**src/rtl/tpu_job_scheduler.sv**
```systemverilog
// Job sequencer for the tpu core: queues matmul commands, launches them one at a time,
// supervises completion/timeout/abort and returns a tagged completion record.
module tpu_job_scheduler #(
   parameter int ADDR_WIDTH = 12,
   parameter int DEPTH      = 4,
   parameter int CNT_W      = 16
) (
   input  logic                      clk_i,
   input  logic                      rst_i,
   input  logic                      cmd_valid_i,
   output logic                      cmd_ready_o,
   input  logic [ADDR_WIDTH-1:0]     cmd_m_i,
   input  logic [ADDR_WIDTH-1:0]     cmd_k_i,
   input  logic [ADDR_WIDTH-1:0]     cmd_n_i,
   input  logic [ADDR_WIDTH-1:0]     cmd_base_a_i,
   input  logic [ADDR_WIDTH-1:0]     cmd_base_b_i,
   input  logic [ADDR_WIDTH-1:0]     cmd_base_p_i,
   input  logic [3:0]                cmd_tag_i,
   input  logic [CNT_W-1:0]          timeout_i,
   input  logic                      abort_i,
   output logic                      tpu_start_o,
   output logic [ADDR_WIDTH-1:0]     tpu_m_o,
   output logic [ADDR_WIDTH-1:0]     tpu_k_o,
   output logic [ADDR_WIDTH-1:0]     tpu_n_o,
   output logic [ADDR_WIDTH-1:0]     tpu_base_a_o,
   output logic [ADDR_WIDTH-1:0]     tpu_base_b_o,
   output logic [ADDR_WIDTH-1:0]     tpu_base_p_o,
   input  logic                      tpu_valid_i,
   output logic                      tpu_flush_o,
   output logic                      done_valid_o,
   input  logic                      done_ready_i,
   output logic [3:0]                done_tag_o,
   output logic [1:0]                done_err_o,
   output logic [CNT_W-1:0]          done_cycles_o,
   output logic                      busy_o,
   output logic [$clog2(DEPTH):0]    pending_o
);

   localparam int PTR_W = $clog2(DEPTH);
   localparam int ENT_W = 6 * ADDR_WIDTH + 4;

   localparam logic [1:0] ERR_OK      = 2'd0;
   localparam logic [1:0] ERR_TIMEOUT = 2'd1;
   localparam logic [1:0] ERR_DIMS    = 2'd2;
   localparam logic [1:0] ERR_ABORT   = 2'd3;

   typedef enum logic [2:0] {
      S_IDLE,
      S_LAUNCH,
      S_RUN,
      S_FLUSH,
      S_REPORT
   } state_t;

   state_t                  state_reg, state_next;
   logic [ENT_W-1:0]        mem [DEPTH];
   logic [PTR_W-1:0]        wr_ptr_reg, rd_ptr_reg;
   logic [PTR_W:0]          count_reg;
   logic                    valid_q;
   logic [CNT_W-1:0]        cyc_reg, cyc_next, cyc_inc;
   logic                    flush_cnt_reg, flush_cnt_next;
   logic [3:0]              tag_reg;
   logic [1:0]              err_reg, err_next;
   logic [CNT_W-1:0]        cycles_reg, cycles_next;
   logic [ADDR_WIDTH-1:0]   m_reg, k_reg, n_reg, base_a_reg, base_b_reg, base_p_reg;

   logic                    full, empty, push, pop, valid_rise, head_bad;
   logic [ENT_W-1:0]        cmd_word, head_word;
   logic [ADDR_WIDTH-1:0]   head_m, head_k, head_n, head_a, head_b, head_p;
   logic [3:0]              head_tag;

   assign full  = (count_reg == (PTR_W+1)'(DEPTH));
   assign empty = (count_reg == '0);
   // Abort wins over both FIFO ports so dropped jobs never reach the TPU.
   assign push  = cmd_valid_i & ~full & ~abort_i;
   assign pop   = (state_reg == S_IDLE) & ~empty & ~abort_i;

   assign cmd_word  = {cmd_tag_i, cmd_base_p_i, cmd_base_b_i, cmd_base_a_i,
                       cmd_n_i, cmd_k_i, cmd_m_i};
   assign head_word = mem[rd_ptr_reg];
   assign {head_tag, head_p, head_b, head_a, head_n, head_k, head_m} = head_word;
   assign head_bad  = (head_m == '0) | (head_k == '0) | (head_n == '0);

   assign valid_rise = tpu_valid_i & ~valid_q;
   assign cyc_inc    = (&cyc_reg) ? cyc_reg : cyc_reg + CNT_W'(1);

   always_ff @(posedge clk_i) begin
      if (push) begin
         mem[wr_ptr_reg] <= cmd_word;
      end
   end

   always_ff @(posedge clk_i or posedge rst_i) begin
      if (rst_i) begin
         wr_ptr_reg <= '0;
         rd_ptr_reg <= '0;
         count_reg  <= '0;
      end else if (abort_i) begin
         wr_ptr_reg <= '0;
         rd_ptr_reg <= '0;
         count_reg  <= '0;
      end else begin
         if (push) begin
            wr_ptr_reg <= (wr_ptr_reg == PTR_W'(DEPTH-1)) ? '0 : wr_ptr_reg + PTR_W'(1);
         end
         if (pop) begin
            rd_ptr_reg <= (rd_ptr_reg == PTR_W'(DEPTH-1)) ? '0 : rd_ptr_reg + PTR_W'(1);
         end
         if (push && !pop) begin
            count_reg <= count_reg + (PTR_W+1)'(1);
         end else if (pop && !push) begin
            count_reg <= count_reg - (PTR_W+1)'(1);
         end
      end
   end

   always_comb begin
      state_next     = state_reg;
      cyc_next       = cyc_reg;
      flush_cnt_next = flush_cnt_reg;
      err_next       = err_reg;
      cycles_next    = cycles_reg;
      case (state_reg)
         S_IDLE: begin
            if (pop) begin
               if (head_bad) begin
                  state_next  = S_REPORT;
                  err_next    = ERR_DIMS;
                  cycles_next = '0;
               end else begin
                  state_next  = S_LAUNCH;
               end
            end
         end
         S_LAUNCH: begin
            cyc_next   = '0;
            state_next = S_RUN;
         end
         S_RUN: begin
            // cyc_inc counts the current cycle, so the record includes the exit cycle.
            cyc_next = cyc_inc;
            if (valid_rise) begin
               state_next  = S_REPORT;
               err_next    = ERR_OK;
               cycles_next = cyc_inc;
            end else if (abort_i) begin
               state_next     = S_FLUSH;
               err_next       = ERR_ABORT;
               cycles_next    = cyc_inc;
               flush_cnt_next = 1'b0;
            end else if ((timeout_i != '0) && (cyc_inc == timeout_i)) begin
               state_next     = S_FLUSH;
               err_next       = ERR_TIMEOUT;
               cycles_next    = cyc_inc;
               flush_cnt_next = 1'b0;
            end
         end
         S_FLUSH: begin
            flush_cnt_next = 1'b1;
            if (flush_cnt_reg) begin
               state_next = S_REPORT;
            end
         end
         S_REPORT: begin
            if (done_ready_i) begin
               state_next = S_IDLE;
            end
         end
         default: begin
            state_next = S_IDLE;
         end
      endcase
   end

   always_ff @(posedge clk_i or posedge rst_i) begin
      if (rst_i) begin
         state_reg     <= S_IDLE;
         valid_q       <= 1'b0;
         cyc_reg       <= '0;
         flush_cnt_reg <= 1'b0;
         err_reg       <= '0;
         cycles_reg    <= '0;
      end else begin
         state_reg     <= state_next;
         valid_q       <= tpu_valid_i;
         cyc_reg       <= cyc_next;
         flush_cnt_reg <= flush_cnt_next;
         err_reg       <= err_next;
         cycles_reg    <= cycles_next;
      end
   end

   // Job configuration only moves on a pop, keeping the TPU inputs frozen for the whole job.
   always_ff @(posedge clk_i or posedge rst_i) begin
      if (rst_i) begin
         m_reg      <= '0;
         k_reg      <= '0;
         n_reg      <= '0;
         base_a_reg <= '0;
         base_b_reg <= '0;
         base_p_reg <= '0;
         tag_reg    <= '0;
      end else if (pop) begin
         m_reg      <= head_m;
         k_reg      <= head_k;
         n_reg      <= head_n;
         base_a_reg <= head_a;
         base_b_reg <= head_b;
         base_p_reg <= head_p;
         tag_reg    <= head_tag;
      end
   end

   assign cmd_ready_o   = ~full;
   assign pending_o     = count_reg;
   assign tpu_start_o   = (state_reg == S_LAUNCH);
   assign tpu_flush_o   = (state_reg == S_FLUSH);
   assign done_valid_o  = (state_reg == S_REPORT);
   assign busy_o        = (state_reg != S_IDLE);
   assign done_tag_o    = tag_reg;
   assign done_err_o    = err_reg;
   assign done_cycles_o = cycles_reg;
   assign tpu_m_o       = m_reg;
   assign tpu_k_o       = k_reg;
   assign tpu_n_o       = n_reg;
   assign tpu_base_a_o  = base_a_reg;
   assign tpu_base_b_o  = base_b_reg;
   assign tpu_base_p_o  = base_p_reg;

endmodule

```
**config.mk**
```make
export PLATFORM = sky130hd
export DESIGN_NAME = tpu_job_scheduler
export DESIGN_NICKNAME = d
export VERILOG_FILES = /design/src/rtl/tpu_job_scheduler.sv
export SDC_FILE = /design/constraint.sdc
export NUM_CORES = 1
export LEC_CHECK = 0
export CAP_MARGIN = 40
export CORE_MARGIN = 5
export CORE_UTILIZATION = 56
export DETAILED_ROUTE_END_ITERATION = 8
export PLACE_DENSITY = 0.86
export RECOVER_POWER = 25
export SLEW_MARGIN = 20
export SYNTH_ARGS = -nofsm -noshare
export SYNTH_HDL_FRONTEND = slang
export SYNTH_SLANG_ARGS = --single-unit
```
**constraint.sdc**
```tcl
create_clock -name clk_i -period 4 [get_ports clk_i]
set_clock_uncertainty 0.05 [all_clocks]
set_input_delay 0.4 -clock clk_i [delete_from_list [all_inputs] [get_ports clk_i]]
set_output_delay 0.4 -clock clk_i [all_outputs]
set_load 0.01 [all_outputs]
```
==> results of run 1 <==
[layout make-up]
| cell class | instances | area share [%] |
|---|---|---|
| flip-flops and latches | 426 | 58.2 |
| multi-input cells | 423 | 21.7 |
| repair buffers | 219 | 10.7 |
| clock buffers | 62 | 5.91 |
| well taps | 390 | 2.33 |
| clock inverters | 16 | 0.812 |
| inverters | 12 | 0.221 |
| diodes | 8 | 0.0956 |
[worst max path at each step]
| stage | end | slack, ns | cells after the start |
|---|---|---|---|
| after floorplan | cyc_reg[0]$_DFFE_PP0P_ | 0.31 | 1 |
| after global placement | done_cycles_o[4]$_DFFE_PP0P_ | 0.73 | 11 |
| after detailed placement | done_cycles_o[4]$_DFFE_PP0P_ | 0.69 | 11 |
| after CTS | done_cycles_o[12]$_DFFE_PP0P_ | 0.70 | 10 |
| after global routing | done_cycles_o[12]$_DFFE_PP0P_ | 0.47 | 10 |
| final | done_cycles_o[12]$_DFFE_PP0P_ | 0.65 | 10 |
[synthesized netlist by cell type, types with 3 or more instances]
master       n  area [um2]
mux4_2      76        1710
clkbuf_1    19        71.3
buf_2        6        30.0
nor2_1      30         113
and3_1       5        31.3
o22ai_1      5        31.3
edfxtp_1   304        9130
a21oi_1     14        70.1
nand4_1     11        68.8
a21o_1       6        45.0
buf_6        4        45.0
xnor2_1     19         166
o2bb2ai_2    9         135
mux2i_1      6        60.1
and4_1       5        43.8
buf_1        8        30.0
nor3_1       4        20.0
dfrtp_1    122        3050
nor4_1      18         113
xor2_1       8        70.1
o31ai_1      5        37.5
nand2_1     29         109
mux2_2      76         856
nand3_1     16        80.1
o21ai_0     15        75.1
clkbuf_8     3        41.3
o2bb2ai_1    6        52.6
ha_1         6        75.1
inv_1       12        45.0
and2_1       8        50.1
nand4_4      3        63.8
[kinds of logic after synthesis]
kind of cell               count (synthesis)
xor gates and xnor gates                  28
muxes                                    158
buffers and inverters                     57
adders and majority gates                  7
AOI/OAI and AO/OA                         84
and+or+nand+nor                          146
DFF                                      426
[routing by layer]
metal	track usage [%]	up-vias	share of wire (%)	routed length (um)
li1	-	4058	-	-
met1	33.3	4896	40	15800
met2	38.4	406	50	19700
met3	4.64	65	7.0	2750
met4	5.65	2	2.2	862
met5	0	-	0.018	7
[power breakdown]
group	switching, mW	leakage, nW	internal, mW
Sequential	0.511	4.27	5.46
Clock	1.63	0.686	2.29
Combinational	1.80	2.27	2.22
[per-stage QoR]
step                setup slack, ns  hold slack (ns)  utilization [%]
detailed placement            0.687            0.434             65.5
CTS                           0.700            0.125             70.2
global placement              0.731            0.426             65.5
global route                  0.468            0.434             70.3
finish                        0.650            0.432             70.3
floorplan                     0.307            0.381                -
[worst max-delay path: stages (launching register included)]
cell	delay, ns
dfrtp_1	0.48
ha_1	0.38
nand4_4	0.22
nor4_1	0.47
nor2_1	0.16
xnor2_1	0.31
xor2_1	0.23
nand4_1	0.18
o21a_2	0.28
a21o_4	0.30
o2bb2ai_1	0.18
==> results.sh, run 1 <==
export IMPL_status="completed"
export IMPL_syn_instance_count=906
export IMPL_synthXorXnorAreaFrac_pct=1.54
export IMPL_relSlewSlack_pct=11.7
export IMPL_ys_warnings_count=0
export IMPL_cts_hold_buffers=0
export IMPL_path_max_fanout=14
export IMPL_layout_nets=1229
export IMPL_layout_drive_gt1_share_pct=23.4
export IMPL_layout_common_cells="edfxtp_1 (304), clkdlybuf4s50_1 (141), dfrtp_1 (120)"
export IMPL_grt_pass1_wl_um=60900
export IMPL_placedInstanceArea_um2=19500
export IMPL_grt_usage_pct=23.5
export IMPL_synth_main_ff_cell="edfxtp_1"
export IMPL_grt_max_degree=104
export IMPL_rsz0062_at_grt="false"
export IMPL_cts_sinks=426
export IMPL_dr_pass1_iters=5
export IMPL_hp_start="done_ready_i"
export IMPL_worst_setup_path_start_kind="flop"
export IMPL_seq_area_um2=12200
export IMPL_cts_tree="done"
export IMPL_p_leak_nw=7.22
export IMPL_cp_arrival_ns=3.73
export IMPL_wl_um=39100
export IMPL_first_global_vias=9975
export IMPL_num_vias=9427
export IMPL_p_total_mw=13.9
export IMPL_crit_type="flop to flop"
export IMPL_maxSlewViolCount=0
export IMPL_vias_per_cell=6.06
export IMPL_rows=63
export IMPL_final_common_cell="edfxtp_1"
export IMPL_clk_latency_ns=0.55
export IMPL_hp_class="primary input to flop"
export IMPL_synthAdderAreaFrac_pct=0.559
export IMPL_synth_avg_cell_area_um2=18.8
export IMPL_reg2reg_depth=10
export IMPL_setup_viol=0
export IMPL_portBuffers=199
export IMPL_largest_reg_flops=304
export IMPL_cp_required_ns=4.38
export IMPL_core_um2=29800
export IMPL_fin_crit_sh_pct=83.7
export IMPL_fp_dieW_um=184
export IMPL_synth_edf_count=304
export IMPL_syn_nets=1011
export IMPL_ant_nets=0
export IMPL_tightestPinTransition_ns=1.32
export IMPL_clk_path_buf_depth=3
export IMPL_grt_overflow=0
export IMPL_synth_simple_area_share_pct=4.92
export IMPL_final_cell_area_um2=20900
export IMPL_clockRootBuffer="clkbuf_16"
export IMPL_drt_drc_violations_left=0
export IMPL_dp_cells=1470
export IMPL_ys_types=67
export IMPL_cp_startpoint="cyc_reg[0]$_DFFE_PP0P_"
export IMPL_hold_end="state_reg[2]$_DFFE_PP0P_"
export IMPL_synth_seq_cells=426
export IMPL_fill_cells=1780
export IMPL_cap_violations=0
export IMPL_stdcell_count=1556
export IMPL_clk_pin_slew_worst_paths_ns=0.06
export IMPL_synth_area_um2=17000
export IMPL_cp_end_kind="flop"
export IMPL_num_io_pins=200
export IMPL_die_area_um2=34000
export IMPL_cts_resized=0
export IMPL_numCtsBuffers=42
export IMPL_whs_path_depth=2
export IMPL_irDropWorstVdd_uv=642
export IMPL_yosysSeqAreaShare_pct=71.6
export IMPL_power_density_nw_per_um2=664
export IMPL_initial_core_util_pct=57.1
export IMPL_gp_congestion=0.906
export IMPL_reg2reg_slack_ns=0.65
export IMPL_avgRoutedWirePerCell_um=25.2
export IMPL_drt_iter0_drc=1015
export IMPL_synth_area_mux_share_pct=15.4
export IMPL_dp_hpwl_um=24100
export IMPL_min_period_ns=3.35
export IMPL_fmax_mhz=299
export IMPL_tns_ns=0
export IMPL_multiInputGateArea_um2=4550
export IMPL_area_growth_pct=23.1
export IMPL_synth_top_family_by_area="multiplexers"
export IMPL_synth_compound_area_share_pct=4.18
export IMPL_antenna_found_initial=8
export IMPL_reg2reg_from="cyc_reg[0]$_DFFE_PP0P_"
export IMPL_cts_setup_buffers=0
export IMPL_synthArstFlopShare_pct=28.6
export IMPL_die_h_um=184
export IMPL_worstReg2RegEnd="done_cycles_o[12]$_DFFE_PP0P_"
export IMPL_finalHoldViolations=0
export IMPL_htreeDepth=2
Note: power is estimated with default switching activity, not from simulation.
==> run 2, diff against run 1 <==
- clock period: 4 -> 3.4 ns (I/O delays scaled with it)
==> run 2 against run 1 <==
Against the previous run:
- power grew 18%
- count of clock-buffer cells in the layout shrank 1
- flip-flop and latch count is the same
- largest power group unchanged
- largest cell class unchanged
- core utilization grew 0.58 points
- final area grew 0.83%
- global-route usage grew 0.34 points
==> results.sh, run 2 (synthesis results as in run 1) <==
export IMPL_cp_arrival_ns=3.63
export IMPL_final_common_cell="edfxtp_1"
export IMPL_critical_path_top_delay_family="simple AND/OR/NAND/NOR gates"
export IMPL_clk_latency_ns=0.55
export IMPL_largest_reg_flops=304
export IMPL_die_area_um2=34000
export IMPL_dp_hpwl_um=24900
export IMPL_dr_pass1_iters=5
export IMPL_num_vias=9538
export IMPL_vias_per_cell=6.05
export IMPL_finalHoldViolations=0
export IMPL_tns_ns=0
export IMPL_first_global_vias=10100
export IMPL_crit_type="flop to flop"
export IMPL_initial_core_util_pct=57.1
export IMPL_path_max_fanout=19
export IMPL_grt_usage_pct=23.8
export IMPL_area_growth_pct=24.1
export IMPL_layout_nets=1251
export IMPL_pre_cts_slack_ns=0.164
export IMPL_grt_overflow=0
export IMPL_pwr_share_comb_pct=29.3
export IMPL_irDropWorstVdd_uv=646
export IMPL_setup_viol=0
export IMPL_rsz0062_at_grt="false"
export IMPL_m1WireLength_um=15200
export IMPL_p_clk_share_pct=28.0
export IMPL_drt_drc_violations_left=0
export IMPL_clockRootBuffer="clkbuf_16"
export IMPL_cts_tree="done"
export IMPL_drt_iter0_drc=750
export IMPL_wl_met3_um=3070
export IMPL_fill_cells=1804
export IMPL_ant_nets=0
export IMPL_cap_violations=0
export IMPL_switching_share_pct=28.8
export IMPL_power_density_nw_per_um2=780
export IMPL_cp_required_ns=3.77
export IMPL_min_period_ns=3.26
export IMPL_crit_chain="buf_4 > mux4_2 > nor4_1 > nand3_1 > nand3_1 > nor2_1 > nor2_1 > o31ai_4 > buf_12 > o2bb2ai_2"
export IMPL_antenna_found_initial=9
export IMPL_grt_pass1_wl_um=61300
export IMPL_stdcell_count=1576
export IMPL_portBuffers=199
export IMPL_worst_slack_ns=0.137
export IMPL_layout_common_cells="edfxtp_1 (304), clkdlybuf4s50_1 (138), dfrtp_1 (120)"
export IMPL_p_leak_nw=7.33
export IMPL_die_h_um=184
export IMPL_wl_um=39700
export IMPL_cp_end_kind="flop"
export IMPL_fp_dieW_um=184
export IMPL_worst_setup_path_start_kind="flop"
export IMPL_crit_slowest_cell="dfrtp_4"
export IMPL_maxSlewViolCount=0
export IMPL_core_um2=29800
export IMPL_dp_cells=1491
export IMPL_seq_area_um2=12200
export IMPL_htreeDepth=2
export IMPL_seq_power_share_pct=42.7
export IMPL_layout_drive_gt1_share_pct=24.7
export IMPL_multiInputGateArea_um2=4560
export IMPL_gp_congestion=0.909
export IMPL_cts_setup_buffers=0
export IMPL_fin_crit_sh_pct=96.0
export IMPL_clk_path_buf_depth=3
export IMPL_tightestPinTransition_ns=0.694
export IMPL_avgRoutedWirePerCell_um=25.2
export IMPL_relSlewSlack_pct=53.5
export IMPL_rows=63
export IMPL_status="completed"
export IMPL_p_sw_mw=4.75
export IMPL_dr_wl_met2_um=20000
export IMPL_fmax_mhz=306
export IMPL_num_io_pins=200
export IMPL_p_total_mw=16.5
export IMPL_cts_sinks=426
export IMPL_hp_class="primary input to async pin"
export IMPL_grt_max_degree=77
export IMPL_top_layer_used="met5"
export IMPL_p_int_mw=11.7
export IMPL_critPathMaxStageDelay_ns=0.63
export IMPL_worst_path_buf_inv=2
export IMPL_clk_pin_slew_worst_paths_ns=0.06
export IMPL_numCtsBuffers=43
## run 2: power groups by stage
stage	Combinational [mW]	Sequential, mW	Clock (mW)
floorplan	2.51	7.14	0
global placement	4.70	7.06	0
detailed placement	4.83	7.09	0
CTS	4.90	7.04	4.68
global route	5.16	7.13	4.92
finish	4.83	7.04	4.61
## run 2: worst register-to-register path: stages, from the launching register on
cell and delay (ns):
dfrtp_4 0.63, buf_4 0.26, mux4_2 0.35, nor4_1 0.53
nand3_1 0.20, nand3_1 0.23, nor2_1 0.08, nor2_1 0.30
o31ai_4 0.20, buf_12 0.19, o2bb2ai_2 0.12
## run 2: stage by stage
step	utilization, %	hold WS (ns)	cell area, um2
2_1_floorplan	-	0.321	17000
3_3_place_gp	66.1	0.426	19700
3_5_place_dp	66.2	0.430	19700
4_1_cts	70.8	0.0731	21100
5_1_grt	70.8	0.334	21100
6_report	70.9	0.281	21100
## run 2: timing repair
action	in CTS	in global routing
hold buffers	0	0
endpoints found under the setup margin	0	16
resized for setup	0	3
hold endpoints to repair	0	0
## run 2: per-layer routing
metal	track usage (%)	vias up
met2	39.0	404
met5	0	-
met1	31.8	4923
met4	7.75	12
li1	-	4106
met3	6.14	93
## run 2: layout make-up
type / count / share of cell area, %
Tap cell: 390 / 2.31
Timing Repair Buffer: 240 / 11.5
Clock inverter: 19 / 0.889
Multi-Input combinational cell: 423 / 21.6
Clock buffer: 61 / 5.65
Sequential cell: 426 / 57.7
Inverter: 12 / 0.219
Antenna cell: 5 / 0.0592
## run 2: final timing paths
check	cells past startpoint	startpoint	slack (ns)	end
setup / recovery	10	rd_ptr_reg[1]$_DFFE_PP0P_	0.14	done_cycles_o[5]$_DFFE_PP0P_
max in group asynchronous	3	rst_i	2.30	rd_ptr_reg[0]$_DFFE_PP0P_
min in group clk_i	2	done_ready_i	0.35	state_reg[2]$_DFFE_PP0P_
hold / removal	2	rst_i	0.28	tpu_base_a_o[6]$_DFFE_PP0P_
setup reg to reg	10	rd_ptr_reg[1]$_DFFE_PP0P_	0.14	done_cycles_o[5]$_DFFE_PP0P_
hold reg to reg	1	done_cycles_o[13]$_DFFE_PP0P_	0.44	done_cycles_o[13]$_DFFE_PP0P_
==> run 3, diff against run 2 <==
- CORE_UTILIZATION: 56 -> 60
- PLACE_DENSITY: 0.86 -> 0.91
- clock period: 3.4 -> 4 ns (I/O delays scaled with it)
==> run 3 against run 2 <==
Against the previous run:
- critical path depth up 1
- routed wire length up 5.5%
- via count up 0.82%
- clock power down 13%
- core utilization up 4.3 points
- global-route usage up 2.8 points
==> results.sh, run 3 (synthesis results as in run 1) <==
export IMPL_p_total_mw=14.1
export IMPL_cp_end_kind="flop"
export IMPL_hp_start="tpu_valid_i"
export IMPL_stdcell_count=1543
export IMPL_cp_arrival_ns=4.02
export IMPL_m1WireLength_um=15800
export IMPL_final_common_cell="edfxtp_1"
export IMPL_crit_slowest_cell="o31ai_2"
export IMPL_irDropWorstVdd_uv=584
export IMPL_worstReg2RegEnd="done_cycles_o[8]$_DFFE_PP0P_"
export IMPL_tns_ns=0
export IMPL_die_area_um2=31800
export IMPL_wl_met3_um=3060
export IMPL_drt_iter0_drc=1089
export IMPL_cts_setup_buffers=0
export IMPL_cap_violations=0
export IMPL_hp_class="primary input to flop"
export IMPL_core_um2=27900
export IMPL_portBuffers=199
export IMPL_initial_core_util_pct=61.1
export IMPL_cts_resized=0
export IMPL_reg2reg_from="cyc_reg[0]$_DFFE_PP0P_"
export IMPL_dp_hpwl_um=25600
export IMPL_ant_nets=0
export IMPL_first_global_vias=10200
export IMPL_placedInstanceArea_um2=19500
export IMPL_tightestPinTransition_ns=1.27
export IMPL_rows=61
export IMPL_setup_viol=0
export IMPL_maxSlewViolCount=0
export IMPL_dp_cells=1462
export IMPL_worst_setup_path_start_kind="flop"
export IMPL_relSlewSlack_pct=14.7
export IMPL_crit_chain="ha_1 > nand4_4 > nor4_1 > nor2_1 > xnor2_1 > xor2_1 > nand4_1 > nor2_1 > o31ai_2 > buf_4 > o2bb2ai_4"
export IMPL_cp_required_ns=4.40
export IMPL_critPathMaxStageDelay_ns=0.62
export IMPL_dr_pass1_iters=5
export IMPL_drt_drc_violations_left=0
export IMPL_whs_path_depth=1
export IMPL_area_growth_pct=23.1
export IMPL_final_cell_area_um2=20900
export IMPL_fp_dieW_um=178
export IMPL_gp_congestion=0.927
export IMPL_largest_reg_flops=304
export IMPL_reg2reg_depth=11
export IMPL_finalHoldViolations=0
export IMPL_rsz0062_at_grt="false"
export IMPL_wl_um=41900
export IMPL_cts_sinks=426
export IMPL_antenna_found_initial=9
export IMPL_dr_wl_met2_um=21900
export IMPL_grt_pass1_wl_um=63000
export IMPL_fill_cells=1514
export IMPL_min_period_ns=3.61
export IMPL_fin_hold_ws_ns=0.442
export IMPL_num_vias=9616
export IMPL_num_io_pins=200
export IMPL_grt_usage_pct=26.6
export IMPL_avgRoutedWirePerCell_um=27.1
export IMPL_layout_common_cells="edfxtp_1 (304), clkdlybuf4s50_1 (141), dfrtp_1 (120)"
export IMPL_fin_crit_sh_pct=90.3
export IMPL_hold_end="valid_q$_DFF_PP0_"
export IMPL_layout_drive_gt1_share_pct=23.9
export IMPL_cp_common_cell="nor2_1"
export IMPL_clk_pin_slew_worst_paths_ns=0.06
export IMPL_clk_latency_ns=0.55
export IMPL_top_layer_used="met5"
export IMPL_pre_cts_slack_ns=0.420
export IMPL_crit_type="flop to flop"
export IMPL_status="completed"
export IMPL_path_max_fanout=9
export IMPL_grt_max_degree=78
export IMPL_worst_slack_ns=0.389
export IMPL_clk_path_buf_depth=3
export IMPL_utilization_pct=75.2
export IMPL_cts_tree="done"
export IMPL_p_leak_nw=7.25
export IMPL_vias_per_cell=6.23
export IMPL_reg2reg_slack_ns=0.39
export IMPL_grt_overflow=0
export IMPL_cts_hold_buffers=0
export IMPL_fmax_mhz=277
export IMPL_die_h_um=178
export IMPL_power_density_nw_per_um2=673
export IMPL_numCtsBuffers=42
export IMPL_cp_startpoint="cyc_reg[0]$_DFFE_PP0P_"
export IMPL_clockRootBuffer="clkbuf_16"
export IMPL_layout_nets=1233
export IMPL_htreeDepth=2
==> run 3: cell count changes in the layout (fill, tap and decap cells not counted), moves of 3 or more <==
cell	delta
dlygate4sd3_1	-3
clkbuf_1	-5
buf_4	-14
clkinv_2	+4
buf_12	-4
clkdlybuf4s50_1	+3
==> run 3: worst max path at each step <==
stage,end,slack (ns),cells after the start
after floorplan,cyc_reg[0]$_DFFE_PP0P_,0.31,1
after CTS,done_cycles_o[8]$_DFFE_PP0P_,0.39,11
final,done_cycles_o[8]$_DFFE_PP0P_,0.39,11
after detailed placement,done_cycles_o[8]$_DFFE_PP0P_,0.42,11
after global routing,done_cycles_o[8]$_DFFE_PP0P_,0.16,11
after global placement,done_cycles_o[8]$_DFFE_PP0P_,0.52,11
==> run 3: cell type report <==
cell class / count / area (um2) / share of cell area (%)
repair buffers: 223 / 2280 / 10.9
inverters: 12 / 46.3 / 0.221
multi-input cells: 423 / 4550 / 21.7
clock buffers: 54 / 1150 / 5.48
well taps: 378 / 473 / 2.26
clock inverters: 24 / 254 / 1.21
diodes: 3 / 7.51 / 0.0358
flip-flops and latches: 426 / 12200 / 58.2
==> run 3: critical path, delay by kind of cell (launching register included) <==
kind / cells / cell delay, ns
flip-flops: 1 / 0.46
AND/OR/NAND/NOR: 5 / 1.12
buffers and inverters: 1 / 0.33
XOR/XNOR: 2 / 0.44
adder cells (fa/ha/maj): 1 / 0.39
AO/OA/AOI/OAI: 2 / 0.75
==> run 3: where the power goes <==
part           total, mW  switching [mW]  internal [mW]
clock network       4.01            1.70           2.31
registers           6.05           0.589           5.46
logic               4.04            1.82           2.22
total               14.1            4.11           9.98
==> run 3: per-layer routing <==
| metal | vias to the layer above | track usage [%] |
|---|---|---|
| met4 | 10 | 7.23 |
| met5 | - | 0 |
| met2 | 480 | 45.4 |
| met1 | 4980 | 35.6 |
| met3 | 87 | 5.21 |
| li1 | 4059 | - |
